[src/rtl/bemf_adc_responder.sv]
// bemf_adc_responder: emulated 4-bit-command / 13-bit-result serial ADC.
// BEMF_ADC_RESP_FRAMECHK_EN enables start-bit rejection and ErrCount.
module bemf_adc_responder (
  input  logic        Clk,
  input  logic        ResetN,
  input  logic        SClk,
  input  logic        CsN,
  input  logic        Sdi,
  output logic        Sdo,
  output logic        SdoEn,
  output logic [3:0]  ChanSel,
  output logic        ChanReq,
  input  logic [12:0] ChanData,
  output logic        FrameDone,
  output logic        FrameErr,
  output logic [7:0]  ErrCount
);

  typedef enum logic [2:0] {
    IDLE, START, ADDR, TURN, DATA, HOLD
  } state_t;

  state_t state, stateNext;

  logic [1:0]  sclkSync, csnSync, sdiSync;
  logic        sclkD, sRise, sFall;
  logic        csHigh, sdiS, armed;
  logic [2:0]  cmd;
  logic [1:0]  bitCnt;
  logic        turnCnt;
  logic [3:0]  idx;
  logic [12:0] shift;
  logic        sdoReg;
  logic        decodeHit, doneHit, errHit;
  logic        startBad, inFrame;

  assign csHigh = csnSync[1];
  assign sdiS   = sdiSync[1];

  // CsN sync resets low so a CsN already low at release is not a new frame
  always_ff @(posedge Clk or negedge ResetN) begin
    if (!ResetN) begin
      sclkSync <= 2'b00;
      csnSync  <= 2'b00;
      sdiSync  <= 2'b00;
      sclkD    <= 1'b0;
      sRise    <= 1'b0;
      sFall    <= 1'b0;
      armed    <= 1'b0;
    end else begin
      sclkSync <= {sclkSync[0], SClk};
      csnSync  <= {csnSync[0], CsN};
      sdiSync  <= {sdiSync[0], Sdi};
      sclkD    <= sclkSync[1];
      sRise    <= sclkSync[1] & ~sclkD;
      sFall    <= ~sclkSync[1] & sclkD;
      if (csHigh)
        armed <= 1'b1;
    end
  end

`ifdef BEMF_ADC_RESP_FRAMECHK_EN
  assign startBad = ~sdiS;
`else
  assign startBad = 1'b0;
`endif

  always_ff @(posedge Clk or negedge ResetN) begin
    if (!ResetN)
      state <= IDLE;
    else
      state <= stateNext;
  end

  assign inFrame = (state == START) || (state == ADDR) ||
                   (state == TURN)  || (state == DATA);

  always_comb begin
    stateNext = state;
    decodeHit = 1'b0;
    doneHit   = 1'b0;
    errHit    = 1'b0;
    if (inFrame && csHigh) begin
      stateNext = IDLE;
      errHit    = 1'b1;
    end else begin
      unique case (state)
        IDLE:
          if (!csHigh)
            stateNext = armed ? START : HOLD;
        START:
          if (sRise) begin
            stateNext = startBad ? HOLD : ADDR;
            errHit    = startBad;
          end
        ADDR:
          if (sRise && bitCnt == 2'd0) begin
            stateNext = TURN;
            decodeHit = 1'b1;
          end
        TURN:
          if (sRise && turnCnt)
            stateNext = DATA;
        DATA:
          if (sRise && idx == 4'd0) begin
            stateNext = HOLD;
            doneHit   = 1'b1;
          end
        HOLD:
          if (csHigh)
            stateNext = IDLE;
        default:
          stateNext = IDLE;
      endcase
    end
  end

  always_comb begin
    SdoEn = (state == DATA);
    Sdo   = SdoEn & sdoReg;
  end

  always_ff @(posedge Clk or negedge ResetN) begin
    if (!ResetN) begin
      cmd       <= 3'd0;
      bitCnt    <= 2'd0;
      turnCnt   <= 1'b0;
      idx       <= 4'd0;
      shift     <= 13'd0;
      sdoReg    <= 1'b0;
      ChanSel   <= 4'd0;
      ChanReq   <= 1'b0;
      FrameDone <= 1'b0;
      FrameErr  <= 1'b0;
    end else begin
      ChanReq   <= decodeHit;
      FrameDone <= doneHit;
      FrameErr  <= errHit;
      if (ChanReq)
        shift <= ChanData;
      if (state == START && sRise)
        bitCnt <= 2'd3;
      if (state == ADDR && sRise) begin
        cmd    <= {cmd[1:0], sdiS};
        bitCnt <= bitCnt - 2'd1;
      end
      if (decodeHit) begin
        ChanSel <= {cmd, sdiS};
        turnCnt <= 1'b0;
      end
      if (state == TURN && sRise) begin
        turnCnt <= 1'b1;
        idx     <= 4'd12;
        sdoReg  <= 1'b0;
      end
      if (state == DATA && sFall)
        sdoReg <= shift[idx];
      if (state == DATA && sRise && idx != 4'd0)
        idx <= idx - 4'd1;
    end
  end

`ifdef BEMF_ADC_RESP_FRAMECHK_EN
  always_ff @(posedge Clk or negedge ResetN) begin
    if (!ResetN)
      ErrCount <= 8'h00;
    else if (errHit && ErrCount != 8'hFF)
      ErrCount <= ErrCount + 8'd1;
  end
`else
  assign ErrCount = 8'h00;
`endif

endmodule

[config.mk]
export PLATFORM = sky130hd
export DESIGN_NAME = bemf_adc_responder
export DESIGN_NICKNAME = d
export VERILOG_FILES = /design/src/rtl/bemf_adc_responder.sv
export SDC_FILE = /design/constraint.sdc
export NUM_CORES = 1
export LEC_CHECK = 0
export ABC_AREA = 1
export CAP_MARGIN = 30
export CELL_PAD_IN_SITES_DETAIL_PLACEMENT = 0
export CELL_PAD_IN_SITES_GLOBAL_PLACEMENT = 2
export CORE_MARGIN = 1
export CORE_UTILIZATION = 34
export DETAILED_ROUTE_END_ITERATION = 7
export HOLD_SLACK_MARGIN = 0.03
export PLACE_DENSITY = 0.95
export SLEW_MARGIN = 5
export SYNTH_ARGS = -nofsm -noshare
export SYNTH_HDL_FRONTEND = slang
export SYNTH_SLANG_ARGS = --single-unit
[constraint.sdc]
create_clock -name Clk -period 5.4 [get_ports Clk]
set_clock_uncertainty 0.2 [all_clocks]
set_input_delay 1.08 -clock Clk [delete_from_list [all_inputs] [get_ports Clk]]
set_output_delay 1.08 -clock Clk [all_outputs]
set_load 0.01 [all_outputs]
# Word-level counts from Yosys, hierarchy flattened
# Index checks and enable logic that the tools add are counted.
dict set report classes {
  magnitude_cmp 1
  bitwise 5
  mux 26
  eq_ne 11
  n_reduce_logical 22
  add_sub_neg 2
}
# cell n
set op_table {}
lappend op_table {{$mux W3} 8}
lappend op_table {{$pmux W3 S6} 1}
lappend op_table {{$mux W1} 12}
lappend op_table {{$logic_and A1 B1 Y1} 10}
lappend op_table {{$ne A3 B1 Y1 const B} 3}
lappend op_table {{$mux W4} 2}
lappend op_table {{$reduce_bool A2 Y1} 4}
lappend op_table {{$eq A3 B2 Y1 const B} 2}
lappend op_table {{$eq A3 B3 Y1 const B} 2}
lappend op_table {{$ne A3 B3 Y1 const B} 2}
lappend op_table {{$reduce_and A6 Y1} 1}
lappend op_table {{$lt A4 B5 Y1 const B} 1}
lappend op_table {{$bmux W1 S4} 1}
lappend op_table {{$logic_not A4 Y1} 1}
lappend op_table {{$mux W2} 2}
lappend op_table {{$reduce_bool A4 Y1} 1}
lappend op_table {{$sub A4 B1 Y4 const B} 1}
lappend op_table {{$and A1 B1 Y1} 3}
lappend op_table {{$eq A3 B1 Y1 const B} 1}
lappend op_table {{$logic_not A3 Y1} 1}
lappend op_table {{$logic_or A1 B1 Y1} 3}
lappend op_table {{$ne A3 B2 Y1 const B} 1}
lappend op_table {{$logic_not A2 Y1} 1}
lappend op_table {{$not A1 Y1} 2}
lappend op_table {{$sub A2 B1 Y2 const B} 1}
dict set report totals {
  inputBits 18
  wordCells 85
  ff_bits 44
  output_inout_bits 17
}

# Logic depth before layout (Yosys ltp)
# Gate-level depths: netlist of run 1.
dict set report depth {
  ltp_word 8
  depth_mapped 10
  depth_no_buf 9
}

# Worst setup path before layout of run 1
# Ideal clock, no wire load.
dict set report synth_timing {
  path_type {register -> output}
  startpoint {register state[0]}
  endpoint {output Sdo}
  stages_incl_launch_ff 5
  setup_slack_ns 3.218
  t_arrival_ns 0.902
  path_buffers 1
  required_time_ns 4.120
  cell_sequence {dfrtp_1 > buf_6 > nor2_4 > nand2_4 > nor2_1}
}
dict set report synth_between {
  elab_chain_len 2
}
# item line_no
set synth_rtl {}
lappend synth_rtl {{start, declared} 23} ;# state_t state, stateNext;
lappend synth_rtl {{start signal, assigned} 72} ;# state <= stateNext;
lappend synth_rtl {{$eq A3 B3 Y1} 119} ;# SdoEn = (state == DATA);
lappend synth_rtl {{$and A1 B1 Y1} 120} ;# Sdo = SdoEn & sdoReg;
lappend synth_rtl {{end, declared} 9} ;# output logic Sdo,
# No other way between the ends.

# Final worst setup path of run 1
# Same ends and word-level chain as after synthesis.

==> out/results.ini, run 1 <==
[logic_synthesis]
syn-instance-count=225
ys_top_cells_by_area=dfrtp_1 55%, nand2_1 9.5%, inv_1 4.7%
synth-seq-cells=44
syn_area_um2=2017
postSynthAreaPerCell_um2=8.964
synth_cell_type_count=30
synth_top_area_share_pct=54.59
ys_warn_count=0
yosysSeqAreaShare_pct=54.59
synth_area_leader_cell=dfrtp_1

[die]
die_h_um=79.02
floorplan.initialDensity_pct=35.97
die_area_um2=6244
core-area_um2=5608
die_width_um=79.02
std_cell_rows=27
ioPinCount=35

[pwr]
power_density_nw_per_um2=415.0
power_leakage_nw=1.156
ir_worst_vdd_v=0.0001771

[global_route]
grt_pass1_wl_um=6568
grt.overflow.total=0
grt_pass1_vias=1470
gr-usage-all-layers_pct=13.70
antenna_found_initial=0
grt_max_degree=32

[timing]
max_freq_mhz=331.6
period_share_pct=55.84
slew_violations=0
setup_viol=0
min_period_ns=3.015
rsz0062_at_grt=no
report.final.hold_viol_count=0
finalSetupTns_ns=0
worstMarginPinSlew_ns=0.6032
relSlewSlack_pct=59.78

[final_layout]
final_cell_mix=51 x nand2_1, 44 x dfrtp_1, 25 x inv_1, 25 x clkdlybuf4s50_1
fin_nets=274
drive_above_1_share_pct=12.55
instances_no_fill=327
n_antenna_cell=0
final_common_cell=nand2_1
area_delta_synth_final_pct=19.85

[clocking]
h-tree-depth=2
cts_inserted_buffers=5
root_buffer=clkbuf_8
cts_tree=built
cts.repair.resized=0
cts.clk_slew.worst_paths_ns=0.09
postCtsHoldBufs=0
cts.sinks=44
insertion_delay_ns=0.30
clockBufferDepth=2
cts_setup_buffers=0

[detailed_routing]
dr.pass1.iters=4
avgViaCountPerCell=4.495
postRouteAntennaNets=0
routed_wl_um=3641
num_vias=1470
post_drt_wl_per_cell_um=11.13
drt_iter0_drc=77
drcViolationCount=0

[worst_setup_path]
startpoint=state[0]
timing.rr.end=state[0]
slowest_delay_ns=0.54
reg2reg_slack_ns=3.31
critical_path_depth=4
critPathCaptureType=primary output
critPathBufInv=1
crit_chain=nor2_4, nand2_4, nor2_1, clkdlybuf4s50_1
crit_type=reg -> out
r2r_cells=9
arrival_ns=1.74
worstPathRequired_ns=4.12
crit_path_max_fanout=9
crit_family=buffers and inverters
crit_end=Sdo
start_kind=flop
crit_path_top_delay_cell=clkdlybuf4s50_1
reg2reg_from=idx[0]

[placed_design]
gp_congestion=0.8487
dp_hpwl_um=2662
numPortBuffers=26
dpl.cell_count=319

[worst_hold_path]
worstHoldStart=sclkSync[0]
min_path_type=reg -> reg

[job]
cap_viol_max_count=0

[status]
status=finished, final reports clean

-- cell families (layout without fill, tap and decap cells) --
family / after synthesis / count (layout) / share of synthesized area [%]
and+or+nand+nor: 101 / 101 / 23.14
DFF: 44 / 44 / 54.59
buffers and inverters: 42 / 65 / 9.987
AOI/OAI and AO/OA: 30 / 30 / 8.065
muxes: 5 / 5 / 2.791
adders and majority gates: 2 / 2 / 1.240
other: 1 / 8 / 0.1859
-- stage by stage --
step | utilization [%] | total power [mW] | setup WS, ns | area [um2] | hold slack, ns
3_3_place_gp | 41.05 | 0.7846 | 2.724 | 2302 | 0.1314
6_report | 43.11 | 1.003 | 2.385 | 2417 | 0.1559
5_1_grt | 43.11 | 1.090 | 2.286 | 2417 | 0.1652
4_1_cts | 43.11 | 1.017 | 2.366 | 2417 | 0.1599
2_1_floorplan | - | 0.7139 | 3.218 | 2043 | 0.1312
3_5_place_dp | 41.41 | 0.7907 | 2.706 | 2322 | 0.1372
-- metal layers --
| layer | vias to the layer above | share of wire, % | track usage [%] |
|---|---|---|---|
| met5 | - | 0 | 0 |
| met4 | 0 | 2.0 | 6.727 |
| met3 | 6 | 4.4 | 4.138 |
| met2 | 36 | 41 | 19.40 |
| met1 | 671 | 52 | 18.88 |
| li1 | 757 | - | - |
-- final cells by class --
cell class / count / area (um2)
fillers: 570 / 3191
multi-input cells: 146 / 740.7
inverters: 30 / 115.1
repair buffers: 27 / 275.3
well taps: 72 / 90.09
flip-flops and latches: 44 / 1101
clock buffers: 5 / 68.82
clock inverters: 3 / 26.28
-- worst register-to-register path: stages (launching register included) --
cell	delay, ns
dfrtp_1	0.56
clkinv_1	0.31
ha_1	0.29
nand2_1	0.09
nor2_1	0.06
nand2_1	0.09
nand3_2	0.10
and2_4	0.18
nand3_1	0.06
nand2_1	0.05
-- synth_stat cells (all sizes together) --
| library cell | n |
|---|---|
| o21ai | 19 |
| o211ai | 1 |
| nand4 | 2 |
| dfrtp | 44 |
| o22ai | 1 |
| clkinv | 1 |
| clkbuf | 2 |
| buf | 10 |
| and2 | 1 |
| nand3 | 18 |
| or2 | 1 |
| nor2 | 22 |
| conb | 1 |
| nor3 | 3 |
| nand2 | 54 |
| mux2 | 5 |
| a21oi | 9 |
| ha | 2 |
| inv | 29 |
-- state kept, by name, indices dropped and copies added (netlist names), 2 cells and up --
| register | cells |
|---|---|
| cmd | 3 |
| idx | 4 |
| shift | 13 |
| state | 3 |
| ChanSel | 4 |
| csnSync | 2 |
| sdiSync | 2 |
| bitCnt | 2 |
| sclkSync | 2 |
-- worst min-delay path by stage --
stage,end,slack [ns],depth (start not counted)
final,sclkSync[1],0.16,0
after global routing,csnSync[1],0.17,0
after CTS,sclkSync[1],0.16,0
after detailed placement,sclkSync[1],0.14,0
after global placement,sclkSync[1],0.13,0
after floorplan,csnSync[1],0.13,0
-- power breakdown --
| part | internal, mW | leakage (nW) | switching, mW |
|---|---|---|---|
| clock | 0.0953 | 0.0491 | 0.126 |
| combinational | 0.134 | 0.582 | 0.184 |
| sequential | 0.397 | 0.526 | 0.0669 |
| total | 0.626 | 1.16 | 0.377 |
No activity file was read; power rests on OpenSTA's default activity.
==> inputs of run 2 (changes only) <==
--- a/config.mk
+++ b/config.mk
@@ -10,10 +10,10 @@
 export CELL_PAD_IN_SITES_DETAIL_PLACEMENT = 0
 export CELL_PAD_IN_SITES_GLOBAL_PLACEMENT = 2
 export CORE_MARGIN = 1
-export CORE_UTILIZATION = 34
+export CORE_UTILIZATION = 31
 export DETAILED_ROUTE_END_ITERATION = 7
 export HOLD_SLACK_MARGIN = 0.03
-export PLACE_DENSITY = 0.95
+export PLACE_DENSITY = 0.88
 export SLEW_MARGIN = 5
 export SYNTH_ARGS = -nofsm -noshare
 export SYNTH_HDL_FRONTEND = slang
==> constraint.sdc (replaced) <==
create_clock -name Clk -period 3.1 [get_ports Clk]
set_clock_uncertainty 0.2 [all_clocks]
set_input_delay 0.62 -clock Clk [delete_from_list [all_inputs] [get_ports Clk]]
set_output_delay 0.62 -clock Clk [all_outputs]
set_load 0.01 [all_outputs]
==> run 2 against run 1 <==
  * Register-to-register slack worse by 2.3 ns
  * Sequential power up 75%
  * First-iteration DRC count down 9.1%
  * Highest routed layer unchanged
  * Design area up 1.4%
  * Critical endpoint unchanged
  * Via count down 0.48%
==> out/results.ini, run 2 (same netlist as run 1, synthesis figures left out) <==
[placed_design]
place_area_um2=2336  ; was 2322 um2
numPortBuffers=26  ; unchanged
dp_hpwl_um=2770  ; was 2662 um
gp_congestion=0.7504  ; was 0.8487

[pwr]
internal-power_mw=1.166  ; was 626.1 uW
p_switching_uw=646.2  ; was 377.1 uW
clock_power_share_pct=24.8  ; was 22.0%
power_mw=1.812  ; was 1.003 mW
power_density_nw_per_um2=739.1  ; was 415.0 nW/um2
power_leakage_nw=1.171  ; was 1.156 nW
ir_worst_vdd_v=0.0002572  ; was 0.0001771 V
p_sw_share_pct=35.65  ; was 37.59%
combPwrFrac_pct=30.4  ; was 31.7%
p_seq_share_pct=44.8  ; was 46.3%

[detailed_routing]
routed_wl_um=3811  ; was 3641 um
drcViolationCount=0  ; unchanged
num_vias=1463  ; was 1470
dr.pass1.iters=4  ; unchanged
drt_iter0_drc=70  ; was 77
postRouteAntennaNets=0  ; unchanged
post_drt_wl_per_cell_um=11.44  ; was 11.13 um
avgViaCountPerCell=4.393  ; was 4.495

[worst_setup_path]
crit_end=Sdo  ; unchanged
startpoint=state[0]  ; unchanged
critPathBufInv=1  ; unchanged
crit_family=buffers and inverters  ; unchanged
reg2reg_from=idx[0]  ; unchanged
critPathCaptureType=primary output  ; unchanged
crit_path_top_delay_cell=clkdlybuf4s50_1  ; unchanged
critical_path_depth=4  ; unchanged
timing.rr.end=state[0]  ; unchanged
arrival_ns=1.77  ; was 1.74 ns
r2r_cells=9  ; unchanged
crit_chain=nor2_4, nand2_4, nor2_1, clkdlybuf4s50_1  ; unchanged
reg2reg_slack_ns=1.03  ; was 3.31 ns
start_kind=flop  ; unchanged
crit_path_max_fanout=9  ; unchanged
slowest_delay_ns=0.54  ; about the same
worstPathRequired_ns=2.28  ; was 4.12 ns
crit_type=reg -> out  ; unchanged

[die]
std_cell_rows=29  ; was 27
die_area_um2=6833  ; was 6244 um2
die_h_um=82.66  ; was 79.02 um
die_width_um=82.66  ; was 79.02 um
core-area_um2=6314  ; was 5608 um2
ioPinCount=35  ; unchanged
floorplan.initialDensity_pct=31.95  ; was 35.97%

[timing]
period_share_pct=83.55
report.final.hold_viol_count=0  ; unchanged
slew_violations=0  ; unchanged
max_freq_mhz=386.1
min_period_ns=2.590
setup_viol=0  ; unchanged
rsz0062_at_grt=no  ; unchanged
finalSetupTns_ns=0  ; unchanged

[clocking]
cts.repair.resized=0  ; unchanged
h-tree-depth=2  ; unchanged
cts_tree=built  ; unchanged
cts.sinks=44  ; unchanged
clockBufferDepth=2  ; unchanged
cts_inserted_buffers=5  ; unchanged
cts_setup_buffers=0  ; unchanged
cts.clk_slew.worst_paths_ns=0.09  ; about the same
root_buffer=clkbuf_8  ; unchanged
insertion_delay_ns=0.30  ; about the same
postCtsHoldBufs=0  ; unchanged

[global_route]
grt_max_degree=31  ; was 32
grt.overflow.total=0  ; unchanged
grt_pass1_wl_um=6354  ; was 6568 um
grt_pass1_vias=1400  ; was 1470
gr-usage-all-layers_pct=12.53  ; was 13.70%
antenna_found_initial=0  ; unchanged

[final_layout]
n_antenna_cell=0  ; unchanged
top_register=shift  ; unchanged
area_delta_synth_final_pct=21.59  ; was 19.85%
fin_nets=275  ; was 274
multi_input_area_um2=740.7  ; unchanged
reg_top3=shift x13, ChanSel x4, idx x4  ; unchanged
drive_above_1_share_pct=12.89  ; was 12.55%
final_cell_mix=51 x nand2_1, 44 x dfrtp_1, 25 x inv_1, 25 x clkdlybuf4s50_1  ; unchanged
regArea_um2=1101  ; unchanged
n_fill_cell=652  ; was 570
final_area_um2=2452  ; was 2417 um2
post-route-util_pct=38.84  ; was 43.11%
final_common_cell=nand2_1  ; unchanged
largest_reg_flops=13  ; unchanged

[worst_hold_path]
min_path_type=in -> async  ; was reg -> reg

[status]
status=finished, final reports clean  ; unchanged

[job]
cap_viol_max_count=0  ; unchanged

## run 2: stage by stage
stage               instances  setup WS [ns]  hold slack [ns]
floorplan                 232          1.378           0.1244
global placement          324         0.8394           0.1322
detailed placement        325         0.8264           0.1347
CTS                       333         0.4926          0.03777
global route              333         0.4043          0.05414
finish                    333         0.5100          0.03738
## run 2: how the worst min path moves through the flow
stage	slack, ns	endpoint
6_report	0.04	shift[2]
3_3_place_gp	0.13	sdiSync[1]
5_1_grt	0.05	shift[3]
3_5_place_dp	0.13	csnSync[1]
4_1_cts	0.04	shift[4]
2_1_floorplan	0.12	ChanReq
## run 2: cell type report
cell class              count  share of cell area [%]
clock buffers               5                   2.806
clock inverters             3                   1.939
inverters                  30                   4.694
multi-input cells         146                   30.20
flip-flops and latches     44                   44.90
well taps                  77                   3.929
repair buffers             28                   11.53
## run 2: per-layer routing
metal	up-vias	track usage [%]	wire length, um
met4	0	5.172	67
li1	756	-	-
met3	5	2.637	108
met2	24	21.39	1797
met1	678	15.23	1837
met5	-	0	0
## run 2: power groups by stage
stage	Sequential, mW	Clock [mW]	Combinational (mW)
2_1_floorplan	0.772	0	0.471
3_3_place_gp	0.819	0	0.554
3_5_place_dp	0.825	0	0.559
4_1_cts	0.813	0.466	0.562
5_1_grt	0.832	0.488	0.635
6_report	0.812	0.449	0.552
